`src/rtl/ps2_host_tx_pkg.sv`:
```
// Shared definitions for the PS/2 host-to-device transmitter:
// FSM state encoding, common keyboard command bytes and the parity helper.
package ps2_host_tx_pkg;

  typedef enum logic [2:0] {
    ST_IDLE      = 3'd0,
    ST_INHIBIT   = 3'd1,
    ST_RTS       = 3'd2,
    ST_SHIFT     = 3'd3,
    ST_ACK       = 3'd4,
    ST_WAIT_IDLE = 3'd5,
    ST_DONE      = 3'd6,
    ST_ERROR     = 3'd7
  } state_t;

  localparam logic [7:0] PS2_CMD_SET_LEDS = 8'hED;
  localparam logic [7:0] PS2_CMD_RESET    = 8'hFF;
  localparam logic [7:0] PS2_CMD_ENABLE   = 8'hF4;
  localparam logic [7:0] PS2_ACK_BYTE     = 8'hFA;

  // Odd parity: the parity bit makes the total count of ones odd.
  function automatic logic odd_parity(input logic [7:0] b);
    return ~^b;
  endfunction

endpackage

```
`src/rtl/ps2_edge_sync.sv`:
```
// Synchronizer for one PS/2 pad plus a falling-edge detector.
//   clock, reset : system clock, async active-high reset
//   pad          : raw sampled pad value
//   level        : synchronized pad level
//   fall         : one-cycle pulse in the cycle level first reads low
module ps2_edge_sync #(
  parameter int unsigned SYNC_STAGES = 2
) (
  input  logic clock,
  input  logic reset,
  input  logic pad,
  output logic level,
  output logic fall
);

  logic [SYNC_STAGES-1:0] chain;

  // Chain resets to the idle-high bus level so reset release never looks like an edge.
  always_ff @(posedge clock or posedge reset) begin
    if (reset) begin
      chain <= '1;
      fall  <= 1'b0;
    end else begin
      chain <= {chain[SYNC_STAGES-2:0], pad};
      fall  <= chain[SYNC_STAGES-1] & ~chain[SYNC_STAGES-2];
    end
  end

  assign level = chain[SYNC_STAGES-1];

endmodule

```
`src/rtl/ps2_host_tx.sv`:
```
// PS/2 host-to-device transmitter: sends one command byte to the keyboard
// over the open-drain clock/data pair and reports ACK or failure.
//   clock, reset               : system clock, async active-high reset
//   tx_data, tx_valid, tx_ready: command byte handshake (ready only in IDLE)
//   ps2_clock_in, ps2_data_in  : sampled pads
//   ps2_clock_oe, ps2_data_oe  : 1 pulls the corresponding line low
//   busy                       : high whenever a transfer is in progress
//   tx_done, tx_error          : one-cycle completion / failure pulses
module ps2_host_tx
  import ps2_host_tx_pkg::*;
#(
  parameter int unsigned INHIBIT_CYCLES = 6000,
  parameter int unsigned TIMEOUT_CYCLES = 750000,
  parameter int unsigned SYNC_STAGES    = 2
) (
  input  logic       clock,
  input  logic       reset,
  input  logic [7:0] tx_data,
  input  logic       tx_valid,
  output logic       tx_ready,
  input  logic       ps2_clock_in,
  input  logic       ps2_data_in,
  output logic       ps2_clock_oe,
  output logic       ps2_data_oe,
  output logic       busy,
  output logic       tx_done,
  output logic       tx_error
);

  localparam int unsigned INH_W = $clog2(INHIBIT_CYCLES + 1);
  localparam int unsigned TO_W  = $clog2(TIMEOUT_CYCLES + 1);
  localparam logic [INH_W-1:0] INH_LAST = INH_W'(INHIBIT_CYCLES - 1);
  localparam logic [TO_W-1:0]  TO_LAST  = TO_W'(TIMEOUT_CYCLES - 1);
  localparam logic [TO_W-1:0]  TO_MAX   = TO_W'(TIMEOUT_CYCLES);

  logic clk_level, clk_fall, data_level, data_fall_unused;

  ps2_edge_sync #(.SYNC_STAGES(SYNC_STAGES)) u_clk_sync (
    .clock (clock),
    .reset (reset),
    .pad   (ps2_clock_in),
    .level (clk_level),
    .fall  (clk_fall)
  );

  ps2_edge_sync #(.SYNC_STAGES(SYNC_STAGES)) u_data_sync (
    .clock (clock),
    .reset (reset),
    .pad   (ps2_data_in),
    .level (data_level),
    .fall  (data_fall_unused)
  );

  state_t           state, state_d;
  logic [INH_W-1:0] inh_cnt, inh_d;
  logic [TO_W-1:0]  to_cnt, to_d;
  logic [3:0]       bit_cnt, bit_d;
  logic [7:0]       shreg, shreg_d;
  logic             parity, parity_d;
  logic             clock_oe_d, data_oe_d;

  // Registers: FSM state, counters, latched frame and all outputs.
  always_ff @(posedge clock or posedge reset) begin
    if (reset) begin
      state        <= ST_IDLE;
      inh_cnt      <= '0;
      to_cnt       <= '0;
      bit_cnt      <= '0;
      shreg        <= '0;
      parity       <= 1'b0;
      ps2_clock_oe <= 1'b0;
      ps2_data_oe  <= 1'b0;
      tx_ready     <= 1'b0;
      busy         <= 1'b0;
      tx_done      <= 1'b0;
      tx_error     <= 1'b0;
    end else begin
      state        <= state_d;
      inh_cnt      <= inh_d;
      to_cnt       <= to_d;
      bit_cnt      <= bit_d;
      shreg        <= shreg_d;
      parity       <= parity_d;
      ps2_clock_oe <= clock_oe_d;
      ps2_data_oe  <= data_oe_d;
      tx_ready     <= (state_d == ST_IDLE);
      busy         <= (state_d != ST_IDLE);
      tx_done      <= (state_d == ST_DONE);
      tx_error     <= (state_d == ST_ERROR);
    end
  end

  // Next-state and next-output logic.
  always_comb begin
    state_d    = state;
    inh_d      = inh_cnt;
    to_d       = (to_cnt == TO_MAX) ? to_cnt : to_cnt + TO_W'(1);
    bit_d      = bit_cnt;
    shreg_d    = shreg;
    parity_d   = parity;
    clock_oe_d = 1'b0;
    data_oe_d  = ps2_data_oe;

    if (clk_fall) begin
      to_d = '0;
    end

    case (state)
      ST_IDLE: begin
        inh_d = '0;
        if (tx_valid && tx_ready) begin
          shreg_d    = tx_data;
          parity_d   = odd_parity(tx_data);
          state_d    = ST_INHIBIT;
          clock_oe_d = 1'b1;
          data_oe_d  = (INH_LAST == '0);
        end
      end

      // Hold clock low; raise data (start bit) in the last inhibit cycle.
      ST_INHIBIT: begin
        clock_oe_d = 1'b1;
        if (inh_cnt == INH_LAST) begin
          state_d    = ST_RTS;
          clock_oe_d = 1'b0;
          data_oe_d  = 1'b1;
          to_d       = '0;
        end else begin
          inh_d     = inh_cnt + INH_W'(1);
          data_oe_d = (inh_d == INH_LAST);
        end
      end

      // First device fall: put data bit 0 on the line.
      ST_RTS: begin
        if (to_cnt == TO_LAST) begin
          state_d = ST_ERROR;
        end else if (clk_fall) begin
          data_oe_d = ~shreg[0];
          shreg_d   = {1'b0, shreg[7:1]};
          bit_d     = '0;
          state_d   = ST_SHIFT;
        end
      end

      // Falls 2..8 shift data, fall 9 drives parity, fall 10 releases for stop.
      ST_SHIFT: begin
        if (to_cnt == TO_LAST) begin
          state_d = ST_ERROR;
        end else if (clk_fall) begin
          bit_d = bit_cnt + 4'd1;
          if (bit_cnt < 4'd7) begin
            data_oe_d = ~shreg[0];
            shreg_d   = {1'b0, shreg[7:1]};
          end else if (bit_cnt == 4'd7) begin
            data_oe_d = ~parity;
          end else begin
            data_oe_d = 1'b0;
            state_d   = ST_ACK;
          end
        end
      end

      ST_ACK: begin
        if (to_cnt == TO_LAST) begin
          state_d = ST_ERROR;
        end else if (clk_fall) begin
          state_d = data_level ? ST_ERROR : ST_WAIT_IDLE;
        end
      end

      ST_WAIT_IDLE: begin
        if (to_cnt == TO_LAST) begin
          state_d = ST_ERROR;
        end else if (clk_level && data_level) begin
          state_d = ST_DONE;
        end
      end

      ST_DONE:  state_d = ST_IDLE;
      ST_ERROR: state_d = ST_IDLE;
      default:  state_d = ST_IDLE;
    endcase

    // Bus is always released outside an active frame.
    if (state_d == ST_IDLE || state_d == ST_DONE || state_d == ST_ERROR) begin
      clock_oe_d = 1'b0;
      data_oe_d  = 1'b0;
    end
  end

endmodule
```
`config.mk`:
```
export PLATFORM = sky130hd
export DESIGN_NAME = ps2_host_tx
export DESIGN_NICKNAME = d
export VERILOG_FILES = /design/src/rtl/ps2_host_tx_pkg.sv /design/src/rtl/ps2_edge_sync.sv /design/src/rtl/ps2_host_tx.sv
export SDC_FILE = /design/constraint.sdc
export NUM_CORES = 1
export LEC_CHECK = 0
export CORE_MARGIN = 1
export CORE_UTILIZATION = 40
export CTS_CLUSTER_SIZE = 40
export DETAILED_ROUTE_END_ITERATION = 6
export REMOVE_ABC_BUFFERS = 1
export SYNTH_ARGS = -nofsm -noshare
export SYNTH_HDL_FRONTEND = slang
export SYNTH_HIERARCHICAL = 1
export SYNTH_SLANG_ARGS = --single-unit
```
`constraint.sdc`:
```
create_clock -name clock -period 3.57 [get_ports clock]
set_clock_uncertainty 0.1 [all_clocks]
set_input_delay 0.5355 -clock clock [delete_from_list [all_inputs] [get_ports clock]]
set_output_delay 0.5355 -clock clock [all_outputs]
set_load 0.01 [all_outputs]
```
== Yosys cells after proc, flatten, opt, wreduce, memory -nomap -nowiden ==
Cells that the tools add are included.
W data, S select, Z words.
Word-level totals
  register bits: 60
  bits in latches: 0
  bits in writable memories: 0
  bits in read-only memories: 0
  output and inout bits: 6
  memories: 0
Cells by class
  add/sub/neg operators: 3
  $mul: 0
  divide/modulo/power cells: 0
  order comparisons: 1
  equality and inequality tests: 26
  shift operators: 0
  multiplexer cells: 46
  bitwise logic cells: 4
  reduce and logical (&&, ||, !) cells: 18
Operator list (number)
  $mux W20: 4
  $mux W8: 6
  $eq A20 B20 Y1 const B: 2
  $mux W3: 12
  $eq A13 B13 Y1 const B: 2
  $pmux W13 S2: 1
  $pmux W8 S3: 1
  $pmux W3 S7: 1
  $add A20 B1 Y20 const B: 1
  $eq A3 B3 Y1 const B: 6
  $mux W4: 4
  $add A13 B1 Y13 const B: 1
  $mux W13: 1
  $mux W1: 12
  $ne A2 B2 Y1 const B: 5
  $ne A3 B3 Y1 const B: 3
  $pmux W4 S2: 1
  $reduce_xnor A8 Y1: 1
  $reduce_and A7 Y1: 1
  $eq A3 B2 Y1 const B: 2
  $logic_not A3 Y1: 2
  $ne A3 B2 Y1 const B: 2
  $reduce_and A6 Y1: 1
  $reduce_bool A3 Y1: 2
  other kinds (17): 24

== Depth between registers and ports, before layout ==
Gate-level depths: netlist of run 1.
  word-level depth: 11
  mapped depth: 9

== By module ==
The synthesis of run 1 kept the hierarchy.
Modules (own cells, without submodules)
  ps2_host_tx: times used 1, cells an instance 354, area an instance 3255.6 um2, seq. area each 1376.3 um2
  ps2_edge_sync: times used 2, cells an instance 5, area an instance 95.1 um2, seq. area each 77.6 um2

== Worst setup path after synthesis of run 1 ==
No wires, ideal clock.
  kind: flip-flop to flip-flop
  start: register inh_cnt[1]
  end: register ps2_data_oe
  setup time: 0.067 ns
  data arrival time: 2.044 ns
  data required time: 3.403 ns
  slack: 1.359 ns
  cell stages (with the launch flop): 9
  path buffers: 1
  cells stage by stage: dfrtp_1 ha_1 buf_6 and3b_1 nand2_1 mux2_2 or4_1 nor4_1 o2111a_1
On the way
  cells in the longest elaborated chain, start to end: 8
RTL lines
  start: declaration: line ps2_host_tx.sv:55  | logic [INH_W-1:0] inh_cnt, inh_d;
  start signal: assignment: line ps2_host_tx.sv:79  | inh_cnt <= inh_d;
  parallel branches: the longest is 8 deep, another holds $add A13 B1 Y13
  end signal: assignment: line ps2_host_tx.sv:85  | ps2_data_oe <= data_oe_d;
  end: declaration: line ps2_host_tx.sv:24  | output logic ps2_data_oe,
Parallel ways; which one is timed is not known.
A chain may end at the register's enable or synchronous reset.

== Worst setup path in the final report of run 1 ==
  start: register inh_cnt[1]
  end: register to_cnt[17]
On the way
  cells in the longest elaborated chain, start to end: 3
RTL lines
  $eq A13 B13 Y1: line ps2_host_tx.sv:123  | if (inh_cnt == INH_LAST) begin
  $mux W20: line ps2_host_tx.sv:123
  $mux W20: line ps2_host_tx.sv:108  | case (state)
  net to_d[17]: line ps2_host_tx.sv:56  | logic [TO_W-1:0] to_cnt, to_d;
  end signal: assignment: line ps2_host_tx.sv:80  | to_cnt <= to_d;
  end: declaration: line ps2_host_tx.sv:56
The timed path passes the listed nets, and every way through them passes these cells.

==> results_dict.tcl, run 1 <==
set metrics [dict create \
    setup_violations 0 \
    run_status "finished, final reports clean" \
    met3WireLength_um 219 \
    crit_path_start_kind "register" \
    timing.hold.ws_ps 263 \
    ir_drop_uv 180 \
    tightestPinTransition_ps 777 \
    critPathMaxFanout 20 \
    dp_hpwl_mm 4.89 \
    power_mw 1.40 \
    cp_num_cells 6 \
    stdcell_count 488 \
    portBuffers 18 \
    syn_area_sq_um 3410 \
    regArea_sq_um 1510 \
    reg2regPathDepth 6 \
    drt_iter0_markers 129 \
    first_pass_iters 4 \
    slowest_delay_ps 610 \
    p_per_area_nw_per_um2 369 \
    r2r_slack_ps 770 \
    die_area_sq_um 8890 \
    clk_path_buf_depth 2 \
    path_class "register to register" \
    cts_tree "built" \
    cts_resized 0 \
    min_path_type "register to register" \
    arrival_ps 2890 \
    period_needed_ps 2800 \
    cts_htree_levels 3 \
    fin_nets 396 \
    finish.utilization_pct 46.3 \
    ant_nets 0 \
    route.detailed.drc 0 \
    fill_cells 801 \
    critical_path.endpoint "to_cnt[17]" \
    hold_start "u_data_sync/chain[0]" \
    r2r_start "inh_cnt[1]" \
    tns_ps 0 \
    reg2reg_to "to_cnt[17]" \
    crit_start "inh_cnt[1]" \
    area_growth_pct 11.6 \
    grt_overflow 0 \
    antenna_found_initial 0 \
    fmax_ghz 0.357 \
    grt_pass1_vias 2522 \
    cts_setup_buffers 0 \
    wl_mm 6.98 \
    clk_latency_ps 340 \
    syn_inst 362 \
    io_pins 19 \
    grt_max_degree 26 \
    required_ps 3660 \
    antenna_cells 0 \
    top_layer "met4" \
    drive_above_1_share_pct 9.92 \
    core_region_area_sq_um 8220 \
    min_period_over_period_pct 78.4 \
    post_drt_wl_per_cell_um 14.3 \
    start_util_pct 41.5 \
    max_slew_margin_pct 48.2 \
    crit_buf_inv 0 \
    gp_congestion 0.839 \
    numCtsBuffers 9 \
    place_inst 472 \
    rsz0062_at_grt "no" \
    gr-usage-all-layers_pct 17.7 \
    wl_met1_mm 3.53 \
    ctsRootBufferMaster "clkbuf_8" \
    final-hold-violation-count 0 \
    viasPerCell 5.37 \
    cp_slowest_cell "nand2b_1" \
    yosys_warnings 6 \
    rows 33 \
    avgSynthCellArea_sq_um 9.41 \
    drv_cap 0 \
    num_vias 2620 \
    drv_slew 0 \
    path_cells "ha_1, nand4b_1, nor4_2, nand3_1, nand2b_1, nor2_1" \
    placed_area_sq_um 3620 \
    multi_input_area_sq_um 1730 \
    crit_family "simple AND/OR/NAND/NOR gates" \
    fin_ws_ps 770 \
    grt_pass1_wl_mm 12.0 \
    wl_met2_mm 3.11 \
    cts.sinks 60 \
    endpoint_kind "register" \
    die_w_um 94.3 \
    final_area_sq_um 3800 \
    pre_cts_ws_ps 783 \
    clkSlewWorstSetupHoldPaths_ps 70 \
    leakagePower_nw 1.59 \
    hold_buffers 0 \
    die_h_um 94.3 \
]
## layer usage
layer	vias up	track usage (%)
met5	-	0
li1	1307	-
met4	0	8.72
met1	1252	24.5
met2	49	26.5
met3	12	2.99
## final cells by class
class | instances | area share [%]
flip-flops and latches | 60 | 39.6
multi-input cells | 273 | 45.5
clock buffers | 12 | 3.55
inverters | 14 | 1.38
well taps | 105 | 3.45
clock inverters | 4 | 1.35
repair buffers | 20 | 5.13
## how the worst min path moves through the flow
| stage | endpoint | slack [ps] | cells past startpoint |
|---|---|---|---|
| 6_report | u_data_sync/chain[1] | 260 | 0 |
| 5_1_grt | u_data_sync/chain[1] | 270 | 0 |
| 4_1_cts | u_data_sync/chain[1] | 260 | 0 |
| 3_5_place_dp | u_data_sync/chain[1] | 260 | 0 |
| 3_3_place_gp | u_data_sync/chain[1] | 250 | 0 |
| 2_1_floorplan | u_clk_sync/fall | 190 | 1 |
## registers in the layout, indices dropped and copies added (netlist names), 2 cells and up
register,cells
u_clk_sync/chain,2
inh_cnt,13
to_cnt,20
shreg,8
bit_cnt,4
state,3
u_data_sync/chain,2
## cells in the final DEF (no fill, tap or decap), types with 3 or more instances in the layout
master / count
nand2_1: 46
mux2i_1: 11
dfstp_2: 4
nor3_1: 6
o21ai_0: 33
or3_1: 4
clkbuf_1: 3
a31oi_1: 6
and3_1: 5
clkdlybuf4s50_1: 18
dfrtp_1: 56
nor2_1: 36
ha_1: 5
xnor2_1: 17
xor2_1: 8
nor2b_1: 3
nand3_1: 14
inv_1: 13
nand4_1: 9
nand2b_1: 6
a21oi_1: 9
clkbuf_8: 9
and2_1: 3
## power breakdown
group | switching [mW] | internal (mW)
Sequential | 0.0253 | 0.700
Clock | 0.266 | 0.323
Combinational | 0.0444 | 0.0430
Note: power is estimated with default switching activity, not from simulation.
==> run 2: changes to the inputs <==
==> constraint.sdc (replaced) <==
create_clock -name clock -period 2.67 [get_ports clock]
set_clock_uncertainty 0.1 [all_clocks]
set_input_delay 0.4005 -clock clock [delete_from_list [all_inputs] [get_ports clock]]
set_output_delay 0.4005 -clock clock [all_outputs]
set_load 0.01 [all_outputs]
==> results_dict.tcl, run 2 (same netlist as run 1, synthesis figures left out) <==
set metrics [dict create \
    run_status "finished, final reports clean" \
    critPathMaxFanout 11 \
    die_h_um 94.3 \
    grt_pass1_wl_mm 12.5 \
    gp_congestion 0.884 \
    grt_overflow 0 \
    rsz0062_at_grt "no" \
    cts_htree_levels 3 \
    ir_drop_uv 324 \
    route.detailed.drc 0 \
    tns_ps 0 \
    antenna_found_initial 0 \
    fin_nets 402 \
    first_pass_iters 4 \
    grt_pass1_vias 2644 \
    pwr-share-seq_pct 46.8 \
    drv_cap 0 \
    hold_buffers 0 \
    grt_max_degree 28 \
    clkSlewWorstSetupHoldPaths_ps 70 \
    power.internal_mw 1.61 \
    cts_resized 0 \
    antenna_cells 0 \
    viasPerCell 5.40 \
    timing.hold.ws_ps 208 \
    leakagePower_nw 1.66 \
    path_class "register to register" \
    place_inst 478 \
    cts_tree "built" \
    crit_path_start_kind "register" \
    min_path_type "input port to asynchronous set/reset pin" \
    clk_latency_ps 340 \
    core_region_area_sq_um 8220 \
    final-hold-violation-count 0 \
    endpoint_kind "register" \
    num_vias 2668 \
    cts.sinks 60 \
    period_needed_ps 2410 \
    reg2regPathDepth 7 \
    ctsRootBufferMaster "clkbuf_8" \
    drive_above_1_share_pct 11.6 \
    drt_iter0_markers 101 \
    setup_violations 0 \
    post_drt_wl_per_cell_um 14.3 \
    drv_slew 0 \
    p_sw_uw 455 \
    largest_register "to_cnt" \
    r2r_start "inh_cnt[1]" \
    p_per_area_nw_per_um2 530 \
    ant_nets 0 \
    gr-usage-all-layers_pct 18.4 \
    sw_frac_of_total_pct 22.0 \
    reg2reg_to "ps2_data_oe" \
    clkPwrFrac_pct 47.4 \
    required_ps 2850 \
    area_growth_pct 14.5 \
    die_w_um 94.3 \
    reg.largest.list "to_cnt: 20 flops, inh_cnt: 13 flops, shreg: 8 flops" \
    wl_mm 7.08 \
    clk_path_buf_depth 2 \
    rows 33 \
    dp_hpwl_mm 4.97 \
    final_common_cell "dfrtp_1" \
    max_slew_margin_pct 59.0 \
    start_util_pct 41.5 \
    r2r_slack_ps 260 \
    largest_reg_flops 20 \
    die_area_sq_um 8890 \
    fill_cells 815 \
    cts_setup_buffers 0 \
    arrival_ps 2590 \
    final_cell_mix "dfrtp_1 (56), nand2_1 (46), nor2_1 (36), o21ai_0 (33), clkdlybuf4s50_1 (18)" \
    io_pins 19 \
    numCtsBuffers 9 \
    stdcell_count 494 \
    tightestPinTransition_ps 615 \
    p_comb_share_pct 5.7 \
    portBuffers 18 \
    fmax_ghz 0.415 \
    min_period_over_period_pct 90.3 \
]
-- run 2: changes by cell type in the layout (fill, tap and decap cells not counted) --
cell and change:
buf_4 +6, clkinv_2 +1, clkinvlp_4 -1, clkinv_4 -1, clkbuf_1 -1, bufinv_16 +2, nor4_4 +1, nor4_2 -1
-- run 2: power groups by stage --
stage | Combinational (mW) | Clock (mW) | Sequential (mW)
floorplan | 0.0793 | 0 | 0.976
global placement | 0.117 | 0 | 0.984
detailed placement | 0.122 | 0 | 0.984
CTS | 0.122 | 1.01 | 0.967
global route | 0.138 | 1.04 | 0.974
finish | 0.118 | 0.981 | 0.969
-- run 2: area by class of cell --
cell class | instances | area [sq um] | share of cell area, %
Inverter | 14 | 52.6 | 1.35
Multi-Input combinational cell | 273 | 1740 | 44.6
Tap cell | 105 | 131 | 3.37
Sequential cell | 60 | 1510 | 38.6
Clock inverter | 5 | 100 | 2.56
Clock buffer | 11 | 131 | 3.37
Timing Repair Buffer | 26 | 240 | 6.16
-- run 2: metrics by stage --
stage / power [mW] / util, % / area [sq um] / setup WS [ps]
2_1_floorplan: 1.06 / - / 3290 / 356
3_3_place_gp: 1.10 / 44.6 / 3660 / 313
3_5_place_dp: 1.11 / 44.6 / 3660 / 266
4_1_cts: 2.10 / 47.4 / 3890 / 229
5_1_grt: 2.15 / 47.5 / 3900 / 66.8
6_report: 2.07 / 47.5 / 3900 / 258
-- run 2: worst max-delay path: stages, from the launching register on --
cell and delay [ps]:
dfrtp_1 390, ha_1 310, and3b_1 320, nand2_1 60, mux2_2 260, or4_1 470
nor4_1 230, o2111a_1 210
-- run 2: worst max path at each step --
stage                from     endpoint  depth (start not counted)
2_1_floorplan  inh_cnt[0]  ps2_data_oe                          7
3_3_place_gp   inh_cnt[1]   inh_cnt[7]                          8
3_5_place_dp   inh_cnt[1]   inh_cnt[7]                          8
4_1_cts        inh_cnt[1]   inh_cnt[3]                          8
5_1_grt        inh_cnt[1]   inh_cnt[9]                          8
6_report       inh_cnt[1]  ps2_data_oe                          7
-- run 2: per-layer routing --
| layer | wire length (um) | global-route usage [%] | up-vias |
|---|---|---|---|
| met5 | 0 | 0 | - |
| li1 | - | - | 1317 |
| met3 | 283 | 4.77 | 10 |
| met2 | 3220 | 28.1 | 43 |
| met1 | 3460 | 25.2 | 1298 |
| met4 | 114 | 6.41 | 0 |
==> run 3: changes to the inputs <==
--- a/config.mk
+++ b/config.mk
@@ -9,6 +9,7 @@
 export CORE_UTILIZATION = 40
 export CTS_CLUSTER_SIZE = 40
 export DETAILED_ROUTE_END_ITERATION = 6
+export GPL_ROUTABILITY_DRIVEN = 0
 export REMOVE_ABC_BUFFERS = 1
 export SYNTH_ARGS = -nofsm -noshare
 export SYNTH_HDL_FRONTEND = slang
==> results_dict.tcl, run 3 (same netlist as run 1, synthesis figures left out) <==
set metrics [dict create \
    portBuffers 18 \
    timing.hold.ws_ps 204 \
    pwr-share-seq_pct 48.1 \
    critPathMaxFanout 11 \
    clk_latency_ps 340 \
    dp_hpwl_mm 4.92 \
    grt_overflow 0 \
    pre_cts_ws_ps 338 \
    clkSlewWorstSetupHoldPaths_ps 70 \
    fin_nets 400 \
    cp_slowest_cell "or4_1" \
    antenna_cells 0 \
    min_period_over_period_pct 89.1 \
    leakagePower_nw 1.63 \
    crit_buf_inv 0 \
    num_vias 2625 \
    setup_violations 0 \
    die_area_sq_um 8890 \
    drive_above_1_share_pct 11.4 \
    numCtsBuffers 9 \
    power.internal_mw 1.57 \
    slowest_delay_ps 470 \
    hold_buffers 0 \
    route.detailed.drc 0 \
    required_ps 2840 \
    cts_htree_levels 3 \
    largest_reg_flops 20 \
    fill_cells 781 \
    die_w_um 94.3 \
    area_growth_pct 14.0 \
    tightestPinTransition_ps 666 \
    cts_resized 0 \
    wl_mm 7.12 \
    p_sw_uw 451 \
    max_slew_margin_pct 55.5 \
    cts_setup_buffers 0 \
    largest_register "to_cnt" \
    p_per_area_nw_per_um2 519 \
    start_util_pct 41.5 \
    ctsRootBufferMaster "clkbuf_8" \
    run_status "finished, final reports clean" \
    drv_cap 0 \
    path_cells "ha_1, and3b_1, nand2_1, mux2_2, or4_1, nor4_1, o2111a_1" \
    endpoint_kind "register" \
    grt_max_degree 31 \
    grt_pass1_wl_mm 12.4 \
    power_mw 2.02 \
    crit_family "simple AND/OR/NAND/NOR gates" \
    fmax_ghz 0.421 \
    crit_path_start_kind "register" \
    final-hold-violation-count 0 \
    post_drt_wl_per_cell_um 14.5 \
    reg.largest.list "to_cnt: 20 flops, inh_cnt: 13 flops, shreg: 8 flops" \
    path_class "register to register" \
    cts_tree "built" \
    core_region_area_sq_um 8220 \
    sw_frac_of_total_pct 22.3 \
    clkPwrFrac_pct 46.0 \
    rows 33 \
    first_pass_iters 4 \
    antenna_found_initial 0 \
    die_h_um 94.3 \
    final_common_cell "dfrtp_1" \
    final_cell_mix "dfrtp_1 (56), nand2_1 (46), nor2_1 (36), o21ai_0 (33), clkdlybuf4s50_1 (18)" \
    cts.sinks 60 \
    finish.utilization_pct 47.3 \
    arrival_ps 2550 \
    ir_drop_uv 334 \
    fin_ws_ps 292 \
    p_comb_share_pct 5.9 \
    ant_nets 0 \
    gr-usage-all-layers_pct 18.2 \
    viasPerCell 5.35 \
    tns_ps 0 \
    drt_iter0_markers 109 \
    period_needed_ps 2380 \
    rsz0062_at_grt "no" \
    drv_slew 0 \
    grt_pass1_vias 2600 \
    min_path_type "input port to asynchronous set/reset pin" \
    io_pins 19 \
    clk_path_buf_depth 2 \
]
==> run 3: routing by layer <==
metal,part of all wire [%],vias to the layer above,track usage [%]
met4,2.6,0,9.49
met1,49,1244,25.1
met2,45,58,26.6
met5,0,-,0
li1,-,1310,-
met3,3.6,13,3.64
==> run 3: path summary, 6_finish.rpt <==
path                                 startpoint                   end  slack, ps  depth (start not counted)
hold / removal                            reset       u_clk_sync/fall        200                          2
hold reg to reg            u_data_sync/chain[0]  u_data_sync/chain[1]        260                          0
min in group clock         u_data_sync/chain[0]  u_data_sync/chain[1]        260                          0
setup reg to reg                     inh_cnt[0]           ps2_data_oe        290                          7
setup / recovery                     inh_cnt[0]           ps2_data_oe        290                          7
max in group asynchronous                 reset              shreg[0]       1470                          3
==> run 3: power by group through the flow <==
stage               Combinational, mW  Sequential, mW  Clock, mW
floorplan                      0.0793           0.976          0
global placement                0.119           0.984          0
detailed placement              0.125           0.984          0
CTS                             0.124           0.969      0.962
global route                    0.138           0.973      0.995
finish                          0.120           0.969      0.928
==> run 3: area by class of cell <==
type,count,area (sq um),area share [%]
clock inverter,4,72.6,1.87
tap,105,131,3.38
clock buffer,11,151,3.90
inverter,14,52.6,1.35
timing repair buffer,24,238,6.12
sequential,60,1510,38.8
multi-input combinational,273,1730,44.6
==> run 3: through the flow <==
step	cell area, sq um	instances
6_report	3880	491
5_1_grt	3880	491
4_1_cts	3880	491
3_5_place_dp	3660	476
3_3_place_gp	3660	476
2_1_floorplan	3290	347
